--- config.mk ---
export PLATFORM = sky130hd
export DESIGN_NAME = serial_pattern_detector
export DESIGN_NICKNAME = d
export VERILOG_FILES = /design/src/rtl/serial_pattern_detector.sv
export SDC_FILE = /design/constraint.sdc
export NUM_CORES = 1
export LEC_CHECK = 0
export ABC_AREA = 1
export CAP_MARGIN = 20
export CORE_ASPECT_RATIO = 0.7
export CORE_MARGIN = 3
export CORE_UTILIZATION = 40
export DETAILED_ROUTE_END_ITERATION = 8
export GPL_TIMING_DRIVEN = 1
export PLACE_DENSITY = 0.61
export SETUP_SLACK_MARGIN = 0.15
export SLEW_MARGIN = 15
export SYNTH_ARGS = -nofsm -noshare
export SYNTH_HDL_FRONTEND = slang
export SYNTH_SLANG_ARGS = --single-unit
export TNS_END_PERCENT = 30
--- constraint.sdc ---
create_clock -name clk -period 4.7 [get_ports clk]
set_input_delay 0.94 -clock clk [delete_from_list [all_inputs] [get_ports clk]]
set_output_delay 0.94 -clock clk [all_outputs]
set_load 0.1 [all_outputs]
--- src/rtl/serial_pattern_detector.sv ---
// serial_pattern_detector: shifts a serial bit stream into a window and flags masked pattern matches,
// with a saturating match counter and a registered same-as-previous-bit flag.
module serial_pattern_detector #(
    parameter int WIDTH = 4,
    parameter int CNT_W = 8
) (
    input  logic             clk,
    input  logic             rst,
    input  logic             en,
    input  logic             din,
    input  logic             load,
    input  logic [WIDTH-1:0] pattern,
    input  logic [WIDTH-1:0] mask,
    input  logic             overlap,
    input  logic             clr_cnt,
    output logic             match,
    output logic             same,
    output logic [CNT_W-1:0] count,
    output logic             armed
);
    localparam int FW = $clog2(WIDTH + 1);
    logic [WIDTH-1:0] sr, pat_r, mask_r, cand;
    logic [FW-1:0] fill, fill_nx;
    logic prev, hit;
    assign cand = {sr[WIDTH-2:0], din};
    assign hit = en & ~load & (fill >= FW'(WIDTH - 1)) & (((cand ^ pat_r) & mask_r) == '0);
    // A non-overlapping hit restarts the fill so the next match needs WIDTH fresh samples.
    always_comb fill_nx = (hit & ~overlap) ? '0 : (fill == FW'(WIDTH)) ? fill : fill + 1'b1;
    always_ff @(posedge clk or posedge rst) begin
        if (rst) begin
            sr     <= '0;
            fill   <= '0;
            prev   <= 1'b0;
            pat_r  <= '0;
            mask_r <= '1;
            match  <= 1'b0;
            same   <= 1'b0;
            count  <= '0;
            armed  <= 1'b0;
        end else begin
            count <= clr_cnt ? '0 : (hit && count != '1) ? count + 1'b1 : count;
            if (load) begin
                pat_r  <= pattern;
                mask_r <= mask;
                sr     <= '0;
                fill   <= '0;
                match  <= 1'b0;
                armed  <= 1'b0;
            end else if (en) begin
                sr    <= cand;
                prev  <= din;
                same  <= ~(prev ^ din);
                fill  <= fill_nx;
                match <= hit;
                armed <= (fill_nx == FW'(WIDTH));
            end else begin
                match <= 1'b0;
            end
        end
    end
endmodule

== Word level (Yosys, flattened, before mapping) ==
Cells that the tools add are included.

* Word-level logic and storage cells: 42
* Flip-flop bits (word level): 26
* Bits of input ports: 15
* Output and inout port bits: 11

* Bitwise logic cells: 10
* Equal/unequal tests: 3
* Multiplexer cells: 12
* $lt $le $gt $ge: 1
* $add $sub $neg: 2
* Reduce and logical (&&, ||, !) cells: 5

{| class="wikitable"
|+ Operators with widths
! cell !! number
|-
| 2-to-1 mux 3 bit || 6
|-
| 2-to-1 mux 8 bit || 2
|-
| adder 8 x 1 -> 8 bit (second input constant) || 1
|-
| inequality test 8 bit (second input constant) || 1
|-
| == test 3 bit (second input constant) || 2
|-
| AND 1 bit || 4
|-
| AND 4 bit || 1
|-
| zero test 4 bit || 1
|-
| 2-to-1 mux 1 bit || 4
|-
| nonzero test 2 bit || 2
|-
| bitwise XOR 4 bit || 1
|-
| adder 3 x 1 -> 3 bit (second input constant) || 1
|-
| >= comparator 3 x 2 -> 1 bit (second input constant) || 1
|-
| NOT 1 bit || 3
|-
| AND reduction 2 bit || 1
|-
| logical AND 1 bit || 1
|-
| bitwise XOR 1 bit || 1
|}

== Logic depth before layout (Yosys ltp) ==
Gate-level depths: netlist (run 1).

* Depth after elaboration: 9
* Gate-level depth with buffers: 11
* Gate-level depth less buffers: 10

== Worst setup path before layout (run 1) ==
OpenSTA, ideal clock, no wires.

* Path kind: flip-flop to flip-flop
* Start point: register count[0]
* End point: register count[6]
* Required time: 4.577 ns
* Cell stages (with the launch flop): 8
* Period minus slack after synthesis: 2.051 ns
* Setup time: 0.123 ns
* Slack: 2.649 ns
* Arrival: 1.929 ns
* Buffers on the path: 0
* Cells stage by stage: dfrtp_1 > ha_1 > nand2_1 > inv_1 > nand4_1 > xnor2_1 > nand4_1 > nand2_1

* Cells in the longest elaborated chain, start to end: 3
* Elaborated cells between the ends (all ways): 6
* Classes of those cells: 1 x add/sub; 1 x eq/ne; 2 x mux; 2 x reduce/logical

{| class="wikitable"
|+ RTL lines
! what !! line !! source
|-
| start, declared || 18 || <nowiki>output logic [CNT_W-1:0] count,</nowiki>
|-
| start signal, assigned || 41 || <nowiki>count <= clr_cnt ? '0 : (hit && count != '1) ? count + 1'b1 : count;</nowiki>
|-
| adder 8 x 1 -> 8 bit or inequality test 8 bit (tied branches) || 41 ||
|-
| 2-to-1 mux 8 bit or logical AND 1 bit (tied branches) || 41 ||
|-
| 2-to-1 mux 8 bit or nonzero test 2 bit (tied branches) || -- ||
|}

Several ways; a longest one is shown, not always the timed one. The select of a mux whose other input is x is not followed.
A chain may end at the register's enable or synchronous reset.

== Worst setup path after layout (run 1) ==
* Start point: register count[3]
* End point: output port count[3]

No word-level cell between the ends.

==> parameters.txt, run 1 <==
Parameter                              Value

Outcome
  Run status    completed

STA
  RSZ-0062 raised after global routing    false
  Share of the clock period used by the worst path    0.612
  Final critical delay including setup and external delays    2870 ps
  Final Skew    approximately 1.5 ps
  Measured slew at the worst slew-check pin    between 900 and 1000 ps
  Count of final hold-check violations    0
  Setup TNS    0 ps
  Final number of setup-violating endpoints    0
  Highest attainable clock frequency    0.348 GHz
  Max-slew violation total from the final report    0
  Slew headroom    0.349

Route
  Count of nets left with antenna violations after detail routing    0
  Post-route DRC violation count    0
  Drt via density    ~4.7
  Initial drt markers    92
  Routed wire length per instance    roughly 11 microns
  DRT Wirelength    about 2700 microns
  DR pass1 iterations    4
  Total number of vias    between 1k and 1.5k

Clocking
  Post-CTS Setup Repair Bufs    0
  Num Clock Sinks    26
  Clock Latency Late Sink    270 ps
  Cells resized by post-CTS repair    0
  Post-CTS Hold Buffers    0
  Root buffer cell    clkbuf_8
  Depth of the CTS H-tree    1
  CTS Buf Count    3
  Max clock buf depth    2
  Clock tree from TritonCTS    done
  Clock transition at the registers of the reported paths    90 ps

Logic synthesis
  Flops & latches, synth    26
  Area share of the largest cell type after synthesis    0.382
  Mux cell area share after synthesis    0
  Area of the mapped netlist    about 1400 sq um
  Portion of the post-synthesis area used by sequential elements    0.455
  Yosys top cell by area    dfrtp_1
  Combinational family with the most area after synthesis    simple AND/OR/NAND/NOR gates
  Mean area per synthesized cell    roughly 8.5 sq um
  Post-Synth Simple-Gate Area    0.330
  Number of distinct standard cells referenced by the synthesized netlist    24
  Compound-cell area share of the yosys netlist    0.0590
  Yosys warning count    0
  Synth top area cells    dfrtp_1, nand2_1, dfstp_2
  Post-synthesis share of cell area spent on xor and xnor gates    0.0365
  Nets in the synthesized netlist    about 190
  Adder-cell share of the synthesized area    0.0347
  Cell count after synthesis    between 150 and 200

Power and ir drop
  P per Cell Area    278 nW/um^2
  Internal Pwr Total    381 uW
  Fraction of power consumed by sequential logic    0.484
  Combinational power share    0.152
  Switching share of total power    0.247
  Static Leakage    around 0.87 nW
  Clock network fraction of total power    0.364
  Switching component of the power    ~130 uW
  Worst IR drop on VDD    roughly 0.22 mV

Cells and area
  Total Nets Final    between 200 and 250
  Final antenna diode count    0
  Summed area of non-filler cells in the final layout    ~1800 sq um
  Filler-free cell count of the finished design    244
  Area grow syn2layout    26.3%
  Ratio of cells with drive above 1 in the final layout    0.122
  Total of fill cells in the finished design    299

Die
  Height of the die    56.2 microns
  Num ports    26
  Site Rows    17
  Overall die area    approximately 4400 sq um
  Standard cell core area    ~3300 sq um
  Floorplan die width    77.8 microns
  Starting density of the core    0.437

Hold path
  Tightest Hold Check Type    reg2reg
  Start point of the worst hold path    mask_r[1]

GRT
  Pin count of the biggest net entering global routing    27
  Global-route wire length before repair    4750 microns
  GRT Resource Usage Total    0.135
  Vias in the first global route    about 1.0k
  Gr ovfl total    0
  Initial antenna violation count    0

Critical path
  Cell type group with the largest total delay on the critical path    buffers and inverters
  Cell with the largest stage delay on the worst path    clkdlybuf4s50_1
  Launch point of the critical path    count[3]
  Crit path DAT    1930 ps
  Critical Path Fanout Max    6
  Origin of the critical flop-to-flop path    fill[0]
  Crit end category    primary output
  Data required time of the worst path    roughly 3800 ps
  Slowest Stage Delay on Critical Path    roughly 1200 ps
  Worst path cell trace    clkdlybuf4s50_1
  Bufs and invs on worst path    1
  Critical path launch point type    flip-flop
  Critical path type    reg2out

Placement
  DPL Wire Length    approximately 2100 microns
  Cell area after placement    1720 sq um
  Cell total after placement    between 200 and 250
  Final GP Congestion    0.813
  Port-buffer cells    25

Flow run
  Max Cap Viol    0
flip-flops by register name (all words and copies together), names as in the netlist:
| register | cells |
|---|---|
| count | 8 |
| mask_r | 4 |
| pat_r | 4 |
| fill | 3 |
| sr | 3 |
| armed | 1 |
| match | 1 |
| prev | 1 |
| same | 1 |
stage by stage:
stage / setup slack, ps / hold slack [ps] / utilization / total power [mW]
after detailed placement: 2020 / 456 / 0.522 / 0.324
after floorplan: 2650 / 442 / - / 0.298
final: 1830 / 467 / 0.552 / 0.506
after global placement: 2100 / 454 / 0.522 / 0.323
after CTS: 1820 / 471 / 0.544 / 0.510
after global routing: 1760 / 485 / 0.552 / 0.533
worst paths after layout:
kind,endpoint,slack (ps),cells past startpoint
max,count[3],1830,1
min,mask_r[1],470,2
max reg2reg,count[1],3120,10
min reg2reg,mask_r[1],470,2
max in group asynchronous,mask_r[3],3290,3
min in group asynchronous,match,920,2
synthesized netlist by cell type, drive strengths merged:
master  instances
a21oi           1
inv            25
and2            1
xnor2           1
xor2            5
nand2          51
nor2           12
ha              4
o21ai          10
dfstp           4
o22ai           3
nand3          18
clkbuf          1
nand4           9
dfrtp          22
o21bai          1
buf             2
per-layer routing:
metal,GRT usage,vias up,share of wire
met5,0,-,0
met4,0.0305,0,0.0070
met3,0.0405,2,0.048
met2,0.215,29,0.43
met1,0.182,513,0.51
li1,-,598,-
placed cells by master, fill, tap and decap left out, drive strengths merged, types with 3 or more instances in the layout:
cell and instances:
nor2 12, clkbuf 3, xor2 5, ha 4, o21ai 10, nand3 18, inv 25, nand2 51
dfrtp 22, o22ai 3, dfstp 4, clkdlybuf4s50 25, nand4 9
power groups by stage:
stage	combinational (mW)	clock, mW	sequential [mW]
floorplan	0.0361	0	0.262
CTS	0.0754	0.190	0.245
global route	0.0864	0.200	0.246
finish	0.0772	0.184	0.245
detailed placement	0.0751	0	0.249
global placement	0.0740	0	0.249
final cells by class:
| class | count | area [sq um] | area share |
|---|---|---|---|
| inverter | 25 | 93.8 | 0.0515 |
| tap | 47 | 58.8 | 0.0323 |
| clock inverter | 1 | 30.0 | 0.0165 |
| multi-input combinational | 116 | 663 | 0.364 |
| sequential | 26 | 656 | 0.360 |
| timing repair buffer | 26 | 278 | 0.153 |
| clock buffer | 3 | 41.3 | 0.0227 |
logic make-up after synthesis:
family | after synthesis
simple gates | 91
buf+inv | 28
flops | 26
compound gates | 15
xor+xnor | 6
fa+ha+maj | 4
(Power assumes the default switching activity.)
==> run 2, diff against run 1 <==
--- a/config.mk
+++ b/config.mk
@@ -12,7 +12,7 @@
 export CORE_UTILIZATION = 40
 export DETAILED_ROUTE_END_ITERATION = 8
 export GPL_TIMING_DRIVEN = 1
-export PLACE_DENSITY = 0.61
+export PLACE_DENSITY = 0.63
 export SETUP_SLACK_MARGIN = 0.15
 export SLEW_MARGIN = 15
 export SYNTH_ARGS = -nofsm -noshare
==> constraint.sdc (replaced) <==
create_clock -name clk -period 2.6 [get_ports clk]
set_input_delay 0.52 -clock clk [delete_from_list [all_inputs] [get_ports clk]]
set_output_delay 0.52 -clock clk [all_outputs]
set_load 0.1 [all_outputs]
==> run 2 against run 1 <==
  * Setup slack worse by 970 ps
  * Global-route usage up 1.3 points
  * Worst hold slack better by 6.8 ps
  * Routed wire length up 7.8%
  * Via count up 2.1%
  * Sequential share of layout area up 0.81 points
  * Clock power up 83%
  * Critical path depth up 9
  * Core utilization down 1.2 points
  * Clock-buffer cell count unchanged
  * Cell area down 2.2%
  * Largest cell class unchanged
  * Largest power group unchanged
==> parameters.txt, run 2 (synthesis results as in run 1) <==
Parameter                              Value

Cells and area
  Area grow syn2layout    23.5%
  Ratio of cells with drive above 1 in the final layout    0.182 (+0.0600)
  Most frequent cells in the layout    nand2_1, inv_1, dfrtp_1
  Flip-flop count of the largest register, all copies and words added    8 (unchanged)
  Layout Utilization    0.540 (-0.0121)
  Most common library cell in the layout ignoring fill and taps    nand2_1
  Total Nets Final    218 (+0.46%)
  Register bank with the most flops    count
  Largest registers    count x8, mask_r x4, pat_r x4
  Final antenna diode count    0 (unchanged)

Route
  Routed wire length per instance    12.0 microns (+7.3%)
  Drt via density    4.76 (+1.7%)
  Highest routed layer    met4
  Length of routed met3 wiring    148 microns (+12%)
  DR pass1 iterations    6 (+2)
  Count of nets left with antenna violations after detail routing    0 (unchanged)
  Met2 routed WL    1300 microns (+10%)
  Total number of vias    1166 (+2.1%)
  Initial drt markers    58 (-37%)
  Met1 Routed Length    1480 microns (+6.0%)
  DRT Wirelength    2940 microns (+7.8%)
  Post-route DRC violation count    0 (unchanged)

STA
  Max-slew violation total from the final report    0 (unchanged)
  RSZ-0062 raised after global routing    false
  Final number of setup-violating endpoints    0 (unchanged)
  Setup TNS    0 ps (unchanged)
  Final critical delay including setup and external delays    roughly 1700 ps
  Final Skew    1.29 ps (-0.263 ps)
  Slew headroom    0.603 (+0.254)
  Measured slew at the worst slew-check pin    595 ps (-379 ps)
  Highest attainable clock frequency    0.574 GHz
  Share of the clock period used by the worst path    0.670
  Count of final hold-check violations    0 (unchanged)

Die
  Floorplan die width    77.8 microns (unchanged)
  Site Rows    17 (unchanged)
  Num ports    26 (unchanged)
  Overall die area    4370 sq um (unchanged)
  Standard cell core area    3300 sq um (unchanged)
  Height of the die    56.2 microns (unchanged)
  Starting density of the core    0.437 (unchanged)

Placement
  DPL Wire Length    2150 microns (+2.3%)
  Final GP Congestion    0.761 (-6.4%)
  Port-buffer cells    25 (unchanged)

Critical path
  Data required time of the worst path    2770 ps (-990 ps)
  Critical path type    in2reg
  Crit path DAT    1910 ps (-20 ps)
  Critical Path Fanout Max    10 (+4)
  Crit end category    flip-flop
  Critical path launch point type    input port
  Origin of the critical flop-to-flop path    fill[0]
  Launch point of the critical path    din

Hold path
  Tightest Hold Check Type    reg2reg
  Start point of the worst hold path    mask_r[2]

Clocking
  Post-CTS Hold Buffers    0 (unchanged)
  Num Clock Sinks    26 (unchanged)
  CTS Buf Count    3 (unchanged)
  Cells resized by post-CTS repair    0 (unchanged)
  Clock transition at the registers of the reported paths    90 ps (about the same)
  Clock tree from TritonCTS    done
  Post-CTS Setup Repair Bufs    0 (unchanged)
  Clock Latency Late Sink    270 ps (about the same)
  Depth of the CTS H-tree    1 (unchanged)
  Root buffer cell    clkbuf_8
  Max clock buf depth    2 (unchanged)

GRT
  Global-route wire length before repair    5210 microns (+9.7%)
  Pin count of the biggest net entering global routing    27 (unchanged)
  Gr ovfl total    0 (unchanged)
  Initial antenna violation count    0 (unchanged)
  GRT Resource Usage Total    0.148 (+0.0125)
  Vias in the first global route    1141 (+10%)

Power and ir drop
  Static Leakage    0.889 nW (+2.2%)
  Worst IR drop on VDD    0.345 mV (+58%)
  P per Cell Area    514 nW/um^2 (+85%)

Outcome
  Run status    completed

Flow run
  Max Cap Viol    0 (unchanged)
run 2: cell types whose count changed in the layout (fill, tap and decap cells not counted), sizes merged:
cell,change
buf,+12
clkdlybuf4s50,-11
run 2: worst max-delay path, stage by stage:
cell	delay, ps
clkdlybuf4s50_1	460
inv_1	110
nand2_1	50
nand3_1	60
nand2_1	50
nor2_1	140
and2_4	270
nand2_8	100
nand3_2	80
o21ai_2	60
run 2: per-layer routing:
layer | up-vias | GRT usage
met1 | 537 | 0.193
met5 | - | 0
met4 | 0 | 0.0228
met2 | 28 | 0.241
met3 | 2 | 0.0502
li1 | 599 | -
run 2: stage by stage:
stage | std cells | cell area [sq um] | power [mW] | hold WS [ps] | setup WS (ps)
final | 245 | 1780 | 0.916 | 474 | 857
after global placement | 241 | 1710 | 0.586 | 457 | 576
after CTS | 245 | 1780 | 0.927 | 475 | 853
after global routing | 245 | 1780 | 0.956 | 500 | 712
after floorplan | 170 | 1440 | 0.540 | 442 | 549
after detailed placement | 241 | 1710 | 0.589 | 460 | 567
run 2: power breakdown:
| group | total, mW | switching, mW | internal [mW] |
|---|---|---|---|
| sequential | 0.444 | 0.0142 | 0.430 |
| clock | 0.336 | 0.130 | 0.206 |
| combinational | 0.136 | 0.0862 | 0.0496 |
run 2: area by class of cell:
| type | count | area [sq um] |
|---|---|---|
| Fill cell | 307 | 1520 |
| Timing Repair Buffer | 27 | 238 |
| Multi-Input combinational cell | 116 | 663 |
| Tap cell | 47 | 58.8 |
| Inverter | 25 | 93.8 |
| Clock inverter | 1 | 30.0 |
| Clock buffer | 3 | 41.3 |
| Sequential cell | 26 | 656 |
run 2: final timing paths:
check | slack [ps] | cells past startpoint | end
max | 860 | 10 | count[1]
min | 470 | 2 | mask_r[2]
max reg2reg | 990 | 10 | count[5]
min reg2reg | 470 | 2 | mask_r[2]
max in group asynchronous | 1690 | 3 | mask_r[0]
min in group asynchronous | 610 | 3 | count[5]
==> run 3, diff against run 2 <==
--- a/config.mk
+++ b/config.mk
@@ -12,7 +12,7 @@
 export CORE_UTILIZATION = 40
 export DETAILED_ROUTE_END_ITERATION = 8
 export GPL_TIMING_DRIVEN = 1
-export PLACE_DENSITY = 0.63
+export PLACE_DENSITY = 0.61
 export SETUP_SLACK_MARGIN = 0.15
 export SLEW_MARGIN = 15
 export SYNTH_ARGS = -nofsm -noshare
==> constraint.sdc (replaced) <==
create_clock -name clk -period 1.8 [get_ports clk]
set_input_delay 0.36 -clock clk [delete_from_list [all_inputs] [get_ports clk]]
set_output_delay 0.36 -clock clk [all_outputs]
set_load 0.1 [all_outputs]
==> run 3 against run 2 <==
  * Non-clock buffer count grew 4
  * Via count grew 2.1%
  * Core utilization grew 5.2 points
  * Sequential share of layout area shrank 2.5 points
  * Largest cell class unchanged
==> parameters.txt, run 3 (synthesis results as in run 1) <==
Parameter                              Value

Outcome
  Run status    completed

Power and ir drop
  Switching share of total power    0.277 (+0.0252)
  Fraction of power consumed by sequential logic    0.532 (+0.047)
  P per Cell Area    620 nW/um^2 (+21%)
  Worst IR drop on VDD    0.393 mV (+14%)
  Tot Pwr    1.21 mW (+32%)
  Switching component of the power    335 uW (+45%)
  Clock network fraction of total power    0.280 (-0.087)
  Static Leakage    0.917 nW (+3.1%)
  Internal Pwr Total    875 uW (+28%)
  Combinational power share    0.188 (+0.040)

Clocking
  Depth of the CTS H-tree    1 (unchanged)
  CTS Buf Count    3 (unchanged)
  Clock tree from TritonCTS    done
  Root buffer cell    clkbuf_8
  Num Clock Sinks    26 (unchanged)
  Post-CTS Hold Buffers    0 (unchanged)
  Clock transition at the registers of the reported paths    90 ps (about the same)
  Clock Latency Late Sink    270 ps (about the same)
  Max clock buf depth    2 (unchanged)

Die
  Overall die area    4370 sq um (unchanged)
  Floorplan die width    77.8 microns (unchanged)
  Starting density of the core    0.437 (unchanged)
  Num ports    26 (unchanged)
  Site Rows    17 (unchanged)
  Standard cell core area    3300 sq um (unchanged)
  Height of the die    56.2 microns (unchanged)

Route
  Drt via density    4.76 (+0.10%)
  Count of nets left with antenna violations after detail routing    0 (unchanged)
  Initial drt markers    51 (-12%)
  Highest routed layer    met4
  Routed wire length per instance    12.5 microns (+4.0%)
  DRT Wirelength    3120 microns (+6.1%)
  Post-route DRC violation count    0 (unchanged)
  Total number of vias    1191 (+2.1%)
  DR pass1 iterations    4 (-2)
  Met1 Routed Length    1570 microns (+6.4%)
  Met2 routed WL    1410 microns (+8.1%)
  Length of routed met3 wiring    118 microns (-20%)

STA
  Final number of setup-violating endpoints    0 (unchanged)
  Final critical delay including setup and external delays    1550 ps
  Final Skew    2.37 ps (+1.08 ps)
  Setup TNS    0 ps (unchanged)
  Share of the clock period used by the worst path    0.861
  Max-slew violation total from the final report    0 (unchanged)
  Highest attainable clock frequency    around 0.65 GHz
  Slew headroom    0.613 (+0.0105)
  RSZ-0062 raised after global routing    true
  Worst Setup Slack, final    250 ps (-607 ps)
  Measured slew at the worst slew-check pin    579 ps (-15.7 ps)
  Count of final hold-check violations    0 (unchanged)

Critical path
  Origin of the critical flop-to-flop path    fill[1]
  Crit end category    flip-flop
  Crit path DAT    1750 ps (-160 ps)
  Critical path launch point type    flip-flop
  Critical path type    reg2reg
  R2r setup slk    250 ps (-740 ps)
  Critical Path Fanout Max    8 (-2)
  Data required time of the worst path    2000 ps (-770 ps)
  Launch point of the critical path    fill[1]

Cells and area
  Final antenna diode count    0 (unchanged)
  Total Nets Final    223 (+2.3%)
  Register bank with the most flops    count
  Layout Utilization    0.592 (+0.0520)
  Most common library cell in the layout ignoring fill and taps    nand2_1
  Filler-free cell count of the finished design    250 (+2.0%)
  Largest registers    count x8, mask_r x4, pat_r x4
  Flip-flop count of the largest register, all copies and words added    8 (unchanged)
  Most frequent cells in the layout    nand2_1, inv_1, dfrtp_1, clkdlybuf4s50_1, buf_12
  Ratio of cells with drive above 1 in the final layout    0.246 (+0.0645)
  Area grow syn2layout    35.4%
  Total of fill cells in the finished design    289 (-5.9%)

Flow run
  Max Cap Viol    0 (unchanged)

Placement
  Port-buffer cells    25 (unchanged)
  Worst Setup Slack post-DPL    -9.03 ps (-576 ps)
  DPL Wire Length    2330 microns (+8.0%)
  Final GP Congestion    0.734 (-3.6%)
  Cell total after placement    244 (+1.2%)

GRT
  GRT Resource Usage Total    0.148 (-0.000294)
  Initial antenna violation count    0 (unchanged)
  Vias in the first global route    1154 (+1.1%)
  Pin count of the biggest net entering global routing    27 (unchanged)
  Global-route wire length before repair    5240 microns (+0.54%)
  Gr ovfl total    0 (unchanged)

Hold path
  Tightest Hold Check Type    in2async
## run 3: power by group through the flow
| stage | sequential [mW] | clock, mW | combinational (mW) |
|---|---|---|---|
| floorplan | 0.685 | 0 | 0.0942 |
| global placement | 0.655 | 0 | 0.215 |
| detailed placement | 0.657 | 0 | 0.220 |
| CTS | 0.644 | 0.348 | 0.226 |
| global route | 0.648 | 0.364 | 0.251 |
| finish | 0.643 | 0.339 | 0.227 |
## run 3: repair_timing
item,4_1_cts,5_1_grt
cloned,0,1
buffers inserted,1,0
resized for setup,0,2
endpoints found under the setup margin,4,10
pin swaps,0,2
## run 3: path summary, 6_finish.rpt
path                             end  cells after the start
hold / removal               fill[2]                      3
max in group asynchronous  mask_r[1]                      3
setup reg to reg            count[1]                     10
min in group clk           mask_r[3]                      2
setup / recovery            count[1]                     10
hold reg to reg            mask_r[3]                      2
## run 3: critical path, cell delays in order, from the launching register on
cell     delay [ps]
dfrtp_1         400
ha_1            190
ha_1            170
nor2_1           90
nand2_1          70
nand2_1          80
nor2_2           50
and2_4          170
nand2_8         100
nand3_2          80
o21ai_2          80
## run 3: stage by stage
step	hold WS, ps	instance area, sq um
2_1_floorplan	397	1460
3_3_place_gp	454	1880
3_5_place_dp	464	1880
4_1_cts	462	1940
5_1_grt	471	1950
6_report	443	1950
## run 3: final cells by class
type                            instances  area [sq um]  area share
Inverter                               25          93.8      0.0481
Timing Repair Buffer                   31           405       0.208
Multi-Input combinational cell        117           678       0.347
Clock buffer                            4          45.0      0.0231
Tap cell                               47          58.8      0.0301
Sequential cell                        26           671       0.344
## run 3: per-layer routing
| metal | vias to the layer above | GRT usage |
|---|---|---|
| met5 | - | 0 |
| met4 | 0 | 0.0381 |
| met3 | 5 | 0.0388 |
| met2 | 21 | 0.226 |
| met1 | 550 | 0.207 |
| li1 | 615 | - |
